**config.mk**
```make
export PLATFORM = sky130hd
export DESIGN_NAME = serial_bit_feeder
export DESIGN_NICKNAME = d
export VERILOG_FILES = /design/src/rtl/serial_feeder_pkg.sv /design/src/rtl/ser_shift_reg.sv /design/src/rtl/serial_bit_feeder.sv
export SDC_FILE = /design/constraint.sdc
export NUM_CORES = 1
export LEC_CHECK = 0
export ABC_CLOCK_PERIOD_IN_PS = 2100
export CAP_MARGIN = 40
export CORE_UTILIZATION = 47
export CTS_CLUSTER_SIZE = 40
export DETAILED_ROUTE_END_ITERATION = 12
export PLACE_DENSITY = 0.76
export SYNTH_ARGS = -nofsm -noshare
export SYNTH_HDL_FRONTEND = slang
export SYNTH_SLANG_ARGS = --single-unit
export TNS_END_PERCENT = 20
```
**constraint.sdc**
```tcl
create_clock -name clk -period 2.1 [get_ports clk]
set_input_delay 0.525 -clock clk [delete_from_list [all_inputs] [get_ports clk]]
set_output_delay 0.525 -clock clk [all_outputs]
set_load 0.01 [all_outputs]
```
**src/rtl/serial_feeder_pkg.sv**
```systemverilog
// -----------------------------------------------------------------------------
// serial_feeder_pkg
//
// Purpose:
//   Shared definitions for the serial bit feeder. It holds the feeder state
//   type, the default word width and the frame-length helper. The rest of the
//   design uses these to agree on how many serial cycles a word occupies.
//
// Contents:
//   feeder_state_e  1-bit FSM state (IDLE, SHIFT)
//   DEFAULT_WIDTH   default number of data bits per word
//   frame_len()     serial cycles per frame for a given word width
//   FRAME_LEN       frame length for the default width
//
// Configuration:
//   SER_PARITY_EN   when defined, each frame carries one trailing even-parity
//                   bit, so a frame is WIDTH+1 cycles long instead of WIDTH.
// -----------------------------------------------------------------------------
package serial_feeder_pkg;

    // The feeder is either waiting for a word or streaming one out.
    typedef enum logic {
        IDLE  = 1'b0,
        SHIFT = 1'b1
    } feeder_state_e;

    localparam int DEFAULT_WIDTH = 8;

    // Number of serial cycles one accepted word occupies on ser_out.
    function automatic int frame_len(input int width);
`ifdef SER_PARITY_EN
        return width + 1;
`else
        return width;
`endif
    endfunction

    localparam int FRAME_LEN = frame_len(DEFAULT_WIDTH);

endpackage

```
**src/rtl/ser_shift_reg.sv**
```systemverilog
// -----------------------------------------------------------------------------
// ser_shift_reg
//
// Purpose:
//   Loadable MSB-first shift register paired with a down-counter. The counter
//   tracks how many bits of the frame remain after the one currently on the
//   MSB. 'last_o' is high while the final bit of the frame sits in the MSB.
//
// Parameters:
//   W      number of bits in one frame (shift register length), >= 2
//   CNT_W  counter width; it must hold the value W-1
//
// Ports:
//   clk          input   clock, rising edge
//   reset        input   synchronous active-high reset
//   load_i       input   load load_data_i and restart the counter at W-1
//   shift_i      input   shift left by one (zero fill) and decrement counter
//   load_data_i  input   [W-1:0] frame to load, first bit out in the MSB
//   msb_o        output  current MSB, i.e. the bit being presented
//   last_o       output  counter has reached zero (final bit of the frame)
//
// load_i has priority over shift_i. This lets the owner reload on the final
// bit of one frame without a gap before the next frame.
// -----------------------------------------------------------------------------
module ser_shift_reg #(
    parameter int W     = 8,
    parameter int CNT_W = $clog2(W + 1)
) (
    input  logic         clk,
    input  logic         reset,
    input  logic         load_i,
    input  logic         shift_i,
    input  logic [W-1:0] load_data_i,
    output logic         msb_o,
    output logic         last_o
);

    logic [W-1:0]     shreg_q;
    logic [W-1:0]     shreg_d;
    logic [CNT_W-1:0] cnt_q;
    logic [CNT_W-1:0] cnt_d;

    // Next-state for the data and the counter. A load restarts the frame.
    // A shift moves the next bit into the MSB and counts down one position.
    // With neither, both hold their value.
    always_comb begin
        shreg_d = shreg_q;
        cnt_d   = cnt_q;
        if (load_i) begin
            shreg_d = load_data_i;
            cnt_d   = CNT_W'(W - 1);
        end else if (shift_i) begin
            shreg_d = {shreg_q[W-2:0], 1'b0};
            cnt_d   = cnt_q - CNT_W'(1);
        end
    end

    // Storage for the shift register and the counter. Reset clears both so the
    // block comes up empty.
    always_ff @(posedge clk) begin
        if (reset) begin
            shreg_q <= '0;
            cnt_q   <= '0;
        end else begin
            shreg_q <= shreg_d;
            cnt_q   <= cnt_d;
        end
    end

    assign msb_o  = shreg_q[W-1];
    assign last_o = (cnt_q == '0);

endmodule

```
**src/rtl/serial_bit_feeder.sv**
```systemverilog
// -----------------------------------------------------------------------------
// serial_bit_feeder
//
// Purpose:
//   Parallel-to-serial front end for the single-bit sequence detector. It
//   accepts WIDTH-bit words over a valid/ready handshake and drives them
//   MSB-first on ser_out, one bit per clock. ser_valid flags each real frame
//   bit, and frame_done marks the final bit of each frame. A new word can be
//   accepted on the final bit of the current frame, so back-to-back words
//   stream with no idle cycle between them.
//
// Parameters:
//   WIDTH   data bits per word (2..32)
//   CNT_W   bit-counter width, derived from WIDTH (do not override)
//
// Ports:
//   clk         input   single clock, rising edge
//   reset       input   synchronous active-high reset
//   in_data     input   [WIDTH-1:0] word to serialize
//   in_valid    input   in_data is valid this cycle
//   in_ready    output  word accepted this cycle when in_valid is also high
//   ser_out     output  serial bit (drives the detector's x input)
//   ser_valid   output  ser_out carries a frame bit this cycle
//   frame_done  output  high during the last bit of a frame
//   busy        output  a frame is in flight
//
// Configuration:
//   SER_PARITY_EN   when defined, an even-parity bit (XOR of the word) follows
//                   the LSB as an extra frame cycle. The parity bit is computed
//                   when the word is accepted.
// -----------------------------------------------------------------------------
module serial_bit_feeder
    import serial_feeder_pkg::*;
#(
    parameter int WIDTH = DEFAULT_WIDTH,
    parameter int CNT_W = $clog2(WIDTH + 1)
) (
    input  logic             clk,
    input  logic             reset,
    input  logic [WIDTH-1:0] in_data,
    input  logic             in_valid,
    output logic             in_ready,
    output logic             ser_out,
    output logic             ser_valid,
    output logic             frame_done,
    output logic             busy
);

    // Serial cycles per frame: WIDTH data bits, plus one parity bit when the
    // parity feature is built in.
    localparam int FRAME = frame_len(WIDTH);

    feeder_state_e    state_q;
    feeder_state_e    state_d;

    logic             accept;
    logic             loadFrame;
    logic             shiftEn;
    logic             frameMsb;
    logic             lastBit;
    logic [FRAME-1:0] frameWord;

    // The frame image is loaded whole into the shift register. With parity,
    // the parity bit sits below the LSB so that it is shifted out last.
`ifdef SER_PARITY_EN
    assign frameWord = {in_data, ^in_data};
`else
    assign frameWord = in_data;
`endif

    // The shift register presents the current bit in its MSB. It also flags
    // the final bit of the frame through its down-counter.
    ser_shift_reg #(
        .W     (FRAME),
        .CNT_W (CNT_W)
    ) u_shift (
        .clk         (clk),
        .reset       (reset),
        .load_i      (loadFrame),
        .shift_i     (shiftEn),
        .load_data_i (frameWord),
        .msb_o       (frameMsb),
        .last_o      (lastBit)
    );

    // Ready when idle, or on the final bit of a frame so the next word can
    // follow with no gap. Ready is held low while reset is asserted, so
    // nothing is captured on the reset edge.
    assign in_ready = !reset && ((state_q == IDLE) || ((state_q == SHIFT) && lastBit));
    assign accept   = in_valid && in_ready;

    // Next-state and shift-register control. An accepted word always loads.
    // In SHIFT, a non-final bit shifts. On the final bit, the block either
    // reloads (an accept is present) or returns to IDLE.
    always_comb begin
        state_d   = state_q;
        loadFrame = 1'b0;
        shiftEn   = 1'b0;
        case (state_q)
            IDLE: begin
                if (accept) begin
                    loadFrame = 1'b1;
                    state_d   = SHIFT;
                end
            end
            SHIFT: begin
                if (lastBit) begin
                    if (accept) begin
                        loadFrame = 1'b1;
                    end else begin
                        state_d = IDLE;
                    end
                end else begin
                    shiftEn = 1'b1;
                end
            end
            default: begin
                state_d = IDLE;
            end
        endcase
    end

    // State register. Reset abandons any frame in flight and returns to IDLE.
    always_ff @(posedge clk) begin
        if (reset) begin
            state_q <= IDLE;
        end else begin
            state_q <= state_d;
        end
    end

    // The outputs are decoded only from registered state, so they change only
    // on clock edges. Outside SHIFT they are all held at zero.
    always_comb begin
        ser_out    = 1'b0;
        ser_valid  = 1'b0;
        frame_done = 1'b0;
        busy       = 1'b0;
        if (state_q == SHIFT) begin
            ser_out    = frameMsb;
            ser_valid  = 1'b1;
            frame_done = lastBit;
            busy       = 1'b1;
        end
    end

endmodule

```
**Word level (Yosys, flattened, before mapping)**

Index checks and enable logic that the tools add are counted.

- Flip-flop bits (word level): 13
- Input bits: 11
- Output and inout port bits: 5
- Logic and storage cells: 28

- Add/sub/neg operators: 1
- Mux-type cells: 14
- Bitwise logic cells: 1
- Reduce and logical (&&, ||, !) cells: 8

Operators with widths:

| cell | count |
|---|---|
| 8-bit 2-to-1 mux | 2 |
| 1-bit 2-to-1 mux | 8 |
| 3-bit 2-to-1 mux | 2 |
| 4-bit zero test | 1 |
| 1-bit one-hot mux with 2 select lines | 2 |
| 4-bit by 1-bit subtractor with 4-bit output (second input constant) | 1 |
| 1-bit logical AND | 3 |
| 2-bit nonzero test | 1 |
| 2-bit OR reduction | 1 |
| 1-bit zero test | 1 |
| 1-bit logical OR | 1 |
| 1-bit inverter | 1 |

**Logic depth before layout (Yosys ltp)**

Gate-level depths: netlist (run 1).

- Word-level depth: 9
- Depth in mapped cells: 6
- Depth with buffers taken out: 5

**By module**

From an unflattened synthesis (run 1), not the netlist that was laid out.

- Cells, all modules: 64
- Area total of the unflattened synthesis: 654.4 um2

By module, submodules not included:

| module | times used | cells an instance | area each (um2) | seq. area each (um2) |
|---|---|---|---|---|
| ser_shift_reg | 1 | 56 | 571.8 | 240.2 |
| serial_bit_feeder | 1 | 8 | 82.6 | 20.0 |

**Least setup slack after synthesis (run 1)**

OpenSTA, ideal clock, no wires.

- Path type: flip-flop to output port
- Start: reg u_shift.cnt_q[0]
- End: out frame_done
- Data arrival time: 1.253 ns
- Data required time: 1.575 ns
- Slack: 0.322 ns
- Stages on the path, launching flop included: 6
- Buffers on the path: 1
- Path through: dfxtp_1 inv_1 ha_1 or3b_4 buf_6 nor2_1

- Longest elaborated chain between the ends: 2

RTL lines:

| element | line | RTL |
|---|---|---|
| from (decl) | ser_shift_reg.sv:40 | `logic [CNT_W-1:0] cnt_q;` |
| from (signal assigned) | ser_shift_reg.sv:66 | `cnt_q <= cnt_d;` |
| 4-bit zero test | ser_shift_reg.sv:71 | `assign last_o = (cnt_q == '0);` |
| 1-bit 2-to-1 mux | serial_bit_feeder.sv:139 | `if (state_q == SHIFT) begin` |
| to (decl) | serial_bit_feeder.sv:45 | `output logic frame_done,` |

No other way between the ends.

**Worst setup path in the final report (run 1)**

- Start: reg state_q
- End: out ser_out

- Longest elaborated chain between the ends: 1

RTL lines:

| element | line | RTL |
|---|---|---|
| from (decl) | serial_bit_feeder.sv:53 | `feeder_state_e state_q;` |
| from (signal assigned) | serial_bit_feeder.sv:128 | `state_q <= state_d;` |
| 1-bit 2-to-1 mux | serial_bit_feeder.sv:139 |  |
| to (decl) | serial_bit_feeder.sv:43 | `output logic ser_out,` |

No other way between the ends.

==> results of run 1 <==
-- registers in the layout (all words and copies together) (netlist names) --
| signal | count |
|---|---|
| u_shift.shreg_q | 8 |
| u_shift.cnt_q | 4 |
| state_q | 1 |
-- per-stage QoR --
step                utilization  power [mW]  cells  hold WS, ps  area (um^2)
floorplan                     -       0.417     74          494          699
global placement          0.674       0.492    108          513          910
detailed placement        0.674       0.501    108          518          910
CTS                       0.700       0.660    112          532          945
global route              0.708       0.696    112          579          956
finish                    0.708       0.665    112          538          956
-- layer usage --
metal	vias up	global-route usage
met5	-	0
met4	0	0.125
met3	2	0.0333
met2	8	0.413
met1	313	0.266
li1	324	-
-- synthesized netlist by cell type, drive strengths merged --
library cell / n
inv: 3
and2: 1
nor4: 1
a31oi: 1
buf: 5
nor2: 4
o311ai: 1
or3b: 1
nor2b: 7
a221oi: 7
xnor2: 1
a211oi: 5
nand3b: 1
nor3: 16
mux2i: 1
nand3: 1
a21oi: 1
ha: 1
nor3b: 1
dfxtp: 13
clkbuf: 2
-- power breakdown --
group	leakage (nW)	switching, mW	internal [mW]	total [mW]
combinational	0.228	0.101	0.117	0.217
clock	0.0150	0.0841	0.0736	0.158
sequential	0.108	0.0184	0.271	0.289
total	0.351	0.203	0.461	0.665
-- cell usage in the layout, fill, tap and decap left out, types with 2 or more instances in the layout --
master,count
nor3_1,16
clkdlybuf4s50_1,13
dfxtp_1,13
buf_4,10
nor2b_1,7
a221oi_2,7
nor2_1,4
a211oi_1,4
clkbuf_4,3
inv_2,2
-- kinds of logic after synthesis --
group	Yosys count	share of synthesized area
adders and majority gates	1	0.0179
and+or+nand+nor	33	0.268
buffers and inverters	10	0.0751
DFF	13	0.372
xor gates and xnor gates	1	0.0125
AOI/OAI and AO/OA	15	0.240
muxes	1	0.0143
-- final timing paths --
check / end / cells past startpoint
max reg2reg: u_shift.shreg_q[6] / 6
max: ser_out / 3
min reg2reg: u_shift.shreg_q[0] / 2
min: u_shift.shreg_q[0] / 2
-- final cells by class --
class | instances | area, um^2
Tap cell | 15 | 18.8
Inverter | 3 | 11.3
Timing Repair Buffer | 26 | 234
Clock buffer | 4 | 26.3
Fill cell | 100 | 394
Multi-Input combinational cell | 51 | 405
Sequential cell | 13 | 260
-- worst max-delay path, stage by stage (launching register included) --
cell             delay, ps
dfxtp_1                370
buf_8                  180
and2_1                 150
clkdlybuf4s50_1        520
-- what timing repair did --
item	4_1_cts	5_1_grt
setup endpoints to repair	2	3
pin swaps	0	1
resized for setup	6	6
==> results.cfg, run 1 <==
[run_status]
status = finished clean

[synth]
ys_seq_area_frac = 0.372
syn_inst = 74
yosys.area.top_type = dfxtp_1
netlist.area_leader.share = 0.372
synthesis.area_um2 = 699
syn_area_per_cell_um2 = 9.45
synth.distinct_cells = 24
synth-seq-cells = 13
yosysWarnings = 0
synth_nets = 86
synth.area.top_cells = dfxtp_1, a221oi_2, nor3_1, nor2b_1, a211oi_1

[timing]
tightest_slew_ps = 327
final.setup.tns_ps = 0
fmax_mhz = 495
rsz0062_at_grt = no
hold_violations = 0
fin_crit_ps = 2020
relSlewSlack = 0.779
setup_ws_ps = 79.1
slew_viol_final = 0
fin_worst_skew_ps = 0.924
setup_viol = 0
final.period_utilization = 0.962

[pwr]
irDropWorstVdd_uv = 442
pwr_density_cell_nw_per_um2 = 695
leakagePower_nw = 0.351

[die]
rows = 13
die_x_um = 40.6
fp.dieArea_um2 = 1650
initial_core_util = 0.518
io_pins = 16
dieHeight_um = 40.6
design.core.area_um2 = 1350

[global_routing]
grt_start_max_net_pins = 20
grt_antenna_before_repair = 0
grt_pass1_wl_mm = 2.46
gr-total-overflow = 0
grt_usage = 0.234
first_global_vias = 565

[detailed_routing]
remaining_drc_errors = 0
drt_iter0_markers = 9
ant_nets = 0
wl_met2_um = 939
wl_met1_um = 748
avgRoutedWirePerCell_um = 15.4
viasPerCell = 5.78
totalWireLength_mm = 1.73
routed-wl-met3_um = 28
maxUsedRoutingLayer = met4
num_vias = 647
drt_first_pass_iters = 4

[clocking]
numCtsBuffers = 3
cts_tree = yes
clock_latency_ps = 270
clkTransAtPathRegs_ps = 80
clockBufferDepth = 2
htreeDepth = 1
cts-hold-fix-buffers = 0
cts_setup_buffers = 0
root_buffer = clkbuf_4
clock_sinks = 13

[worst_setup_path]
arrival_ps = 1500
r2r-start = u_shift.cnt_q[1]
critical_path_class = reg -> out
worstPathRequired_ps = 1570
startpoint = state_q
crit_path_end_kind = output pin
r2r_slack_ps = 530
cp_max_fo = 16
start_kind = flip-flop

[min_path]
hold_path_class = reg -> reg
worstHoldStart = u_shift.shreg_q[0]

[finish]
layout-drive-gt1-share = 0.289
nNetsFinal = 110
n_antenna_cell = 0
syn_to_final_growth_pct = 36.7

[placement]
post-place-ws_ps = -47.2
io_buffers = 15
place_hpwl_mm = 1.22
routabilityCongestion = 0.755

[flow_run]
cap_violations = 0
(Power assumes the default switching activity.)
==> run 2, diff against run 1 <==
CORE_UTILIZATION = 46   (was 47)
PLACE_DENSITY = 0.75   (was 0.76)
SYNTH_HIERARCHICAL = 1   (was unset)
==> run 2 against run 1 <==
Against the previous run:
- synthesized cell count is 14% lower
- final area is 9.2% lower
- maximum frequency rose by 3.3%
- via count down 19%
- clock skew rose by 4.1 ps
- combinational power shrank 17%
- clock power is essentially flat
- first-iteration DRC count fell by 89%
- wire length decreased by 28%
- power down 5.3%
==> results.cfg, run 2 <==
[run_status]
status = finished clean

[worst_setup_path]
critical_path_class = reg -> reg
arrival_ps = 2170
critPathMaxStageDelay_ps = 350
crit_chain = inv_1 > ha_1 > nor3b_2 > buf_4 > nor2b_4 > buf_6 > nor3b_2 > buf_4 > or3b_1 > a21oi_1
worstPathRequired_ps = 2310
start_kind = flip-flop
crit_path_end_kind = flip-flop
cp_max_fo = 16
cpMaxStageDelayCell = or3b_1

[clocking]
cts_resized = 6
cts-hold-fix-buffers = 0
root_buffer = clkbuf_4
htreeDepth = 1
clockBufferDepth = 2
clock_latency_ps = 280
clkTransAtPathRegs_ps = 80
clock_sinks = 13
cts_tree = yes
cts_setup_buffers = 0
numCtsBuffers = 3

[timing]
relSlewSlack = 0.860
slew_viol_final = 0
fmax_mhz = 511
rsz0062_at_grt = no
hold_violations = 0
setup_viol = 0
final.period_utilization = 0.931
fin_crit_ps = 1960
final.setup.tns_ps = 0
timing.hold.ws_ps = 555
fin_worst_skew_ps = 5.03
tightest_slew_ps = 209
setup_ws_ps = 144

[finish]
layout_commonest_cell = clkdlybuf4s50_1
final_cell_count_no_fill = 100
fin_util = 0.659
nFillCells = 119
n_antenna_cell = 0
top_register = u_shift/shreg_q
layout_common_cells = clkdlybuf4s50_1, dfxtp_1, a211oi_1
nNetsFinal = 98
postLayoutCellArea_um2 = 868
layout-drive-gt1-share = 0.259
largest_reg_flops = 8
reg_top3 = u_shift/shreg_q: 8 flops, u_shift/cnt_q: 4 flops, state_q: 1 flops
seq_area_um2 = 263
multi_input_area_um2 = 360
syn_to_final_growth_pct = 32.7

[global_routing]
grt_usage = 0.205
grt_pass1_wl_mm = 2.12
grt_start_max_net_pins = 17
gr-total-overflow = 0
grt_antenna_before_repair = 0
first_global_vias = 513

[pwr]
total_power_mw = 0.629
pwr_density_cell_nw_per_um2 = 725
leakagePower_nw = 0.329
irDropWorstVdd_uv = 400

[synth]
ys_top_cells_by_count = dfxtp_1, a211oi_1, mux2i_1, nor2b_1
synth_edf_count = 0
synthAdderAreaFrac = 0.0191
synth-seq-cells = 13
synth.distinct_cells = 28
yosys.area.top_type = dfxtp_1
synth_flop_cell = dfxtp_1
synth_xor_area_frac = 0.0134
synth_compound_area_frac = 0.132
netlist.area_leader.share = 0.398
synth_nets = 76
synth.area.top_cells = dfxtp_1, mux2i_1, a211oi_1, nor2b_1, and2_2
syn_area_per_cell_um2 = 10.2
synthesis.area_um2 = 654
async_flop_share = 0
ys_seq_area_frac = 0.398
syn_inst = 64
synth_top_family_by_area = simple AND/OR/NAND/NOR gates
yosysMostFrequentCell = dfxtp_1
synth_simple_gate_area_frac = 0.254
muxShareOfSynthArea = 0.124
yosysWarnings = 6

[detailed_routing]
drt_iter0_markers = 1
viasPerCell = 5.25
num_vias = 525
drt_first_pass_iters = 2
totalWireLength_mm = 1.25
remaining_drc_errors = 0
avgRoutedWirePerCell_um = 12.5
ant_nets = 0

[placement]
io_buffers = 15
post-place-ws_ps = -10.9
placed_area_um2 = 841
place_hpwl_um = 860
dp_cells = 96
routabilityCongestion = 0.685

[die]
design.core.area_um2 = 1320
io_pins = 16
die_x_um = 39.7
fp.dieArea_um2 = 1580
rows = 13
initial_core_util = 0.497
dieHeight_um = 39.7

[flow_run]
cap_violations = 0

[min_path]
hold_path_class = reg -> reg
-- run 2: changes by cell type after synthesis, moves of 2 or more --
cell and change:
buf_2 -2, a221oi_2 -7, and2_2 +2, nor2_1 -3
nor3b_1 +2, nor3_1 -14, a211oi_1 +4, clkbuf_1 -2
mux2i_1 +6
-- run 2: kinds of logic (layout without fill, tap and decap cells) --
logic type                 Yosys count  in the layout
and+or+nand+nor                     22             22
buffers and inverters                7             28
DFF                                 13             13
muxes                                8              8
adders and majority gates            1              1
xor gates and xnor gates             1              1
AOI/OAI and AO/OA                   12             12
-- run 2: final timing paths --
check | from | slack [ps] | endpoint | cells after the start
worst min register to register | u_shift/shreg_q[1] | 560 | u_shift/shreg_q[1] | 2
worst max register to register | u_shift/cnt_q[0] | 140 | u_shift/shreg_q[0] | 10
worst min-delay path | u_shift/shreg_q[1] | 560 | u_shift/shreg_q[1] | 2
worst max-delay path | u_shift/cnt_q[0] | 140 | u_shift/shreg_q[0] | 10
-- run 2: layer usage --
metal,part of all wire,GRT usage,wire length [um],vias to the layer above
met5,0,0,0,-
met4,0.011,0.129,14,0
met3,0.030,0.0341,38,2
met2,0.49,0.357,607,10
met1,0.47,0.226,588,243
li1,-,-,-,270
-- run 2: final cells by class --
cell class,count,area share
tap,15,0.0216
sequential,13,0.303
multi-input combinational,44,0.415
inverter,3,0.0130
clock buffer,4,0.0303
timing repair buffer,21,0.218
-- run 2: critical path, delay by kind of cell (launching register included) --
family                   cells  cell delay (ps)
AND/OR/NAND/NOR              4              670
buffers and inverters        4              550
flip-flops                   1              330
adder cells (fa/ha/maj)      1              210
AO/OA/AOI/OAI                1              140
-- run 2: power by group --
group / internal (mW) / leakage [nW] / switching [mW]
combinational: 0.106 / 0.206 / 0.0752
clock: 0.0736 / 0.0150 / 0.0833
sequential: 0.275 / 0.108 / 0.0169
total: 0.454 / 0.329 / 0.175
==> run 3, diff against run 2 <==
CAP_MARGIN = 20   (was 40)
==> results of run 3 <==
Final layout, timing and power as in run 2 (identical DEF).
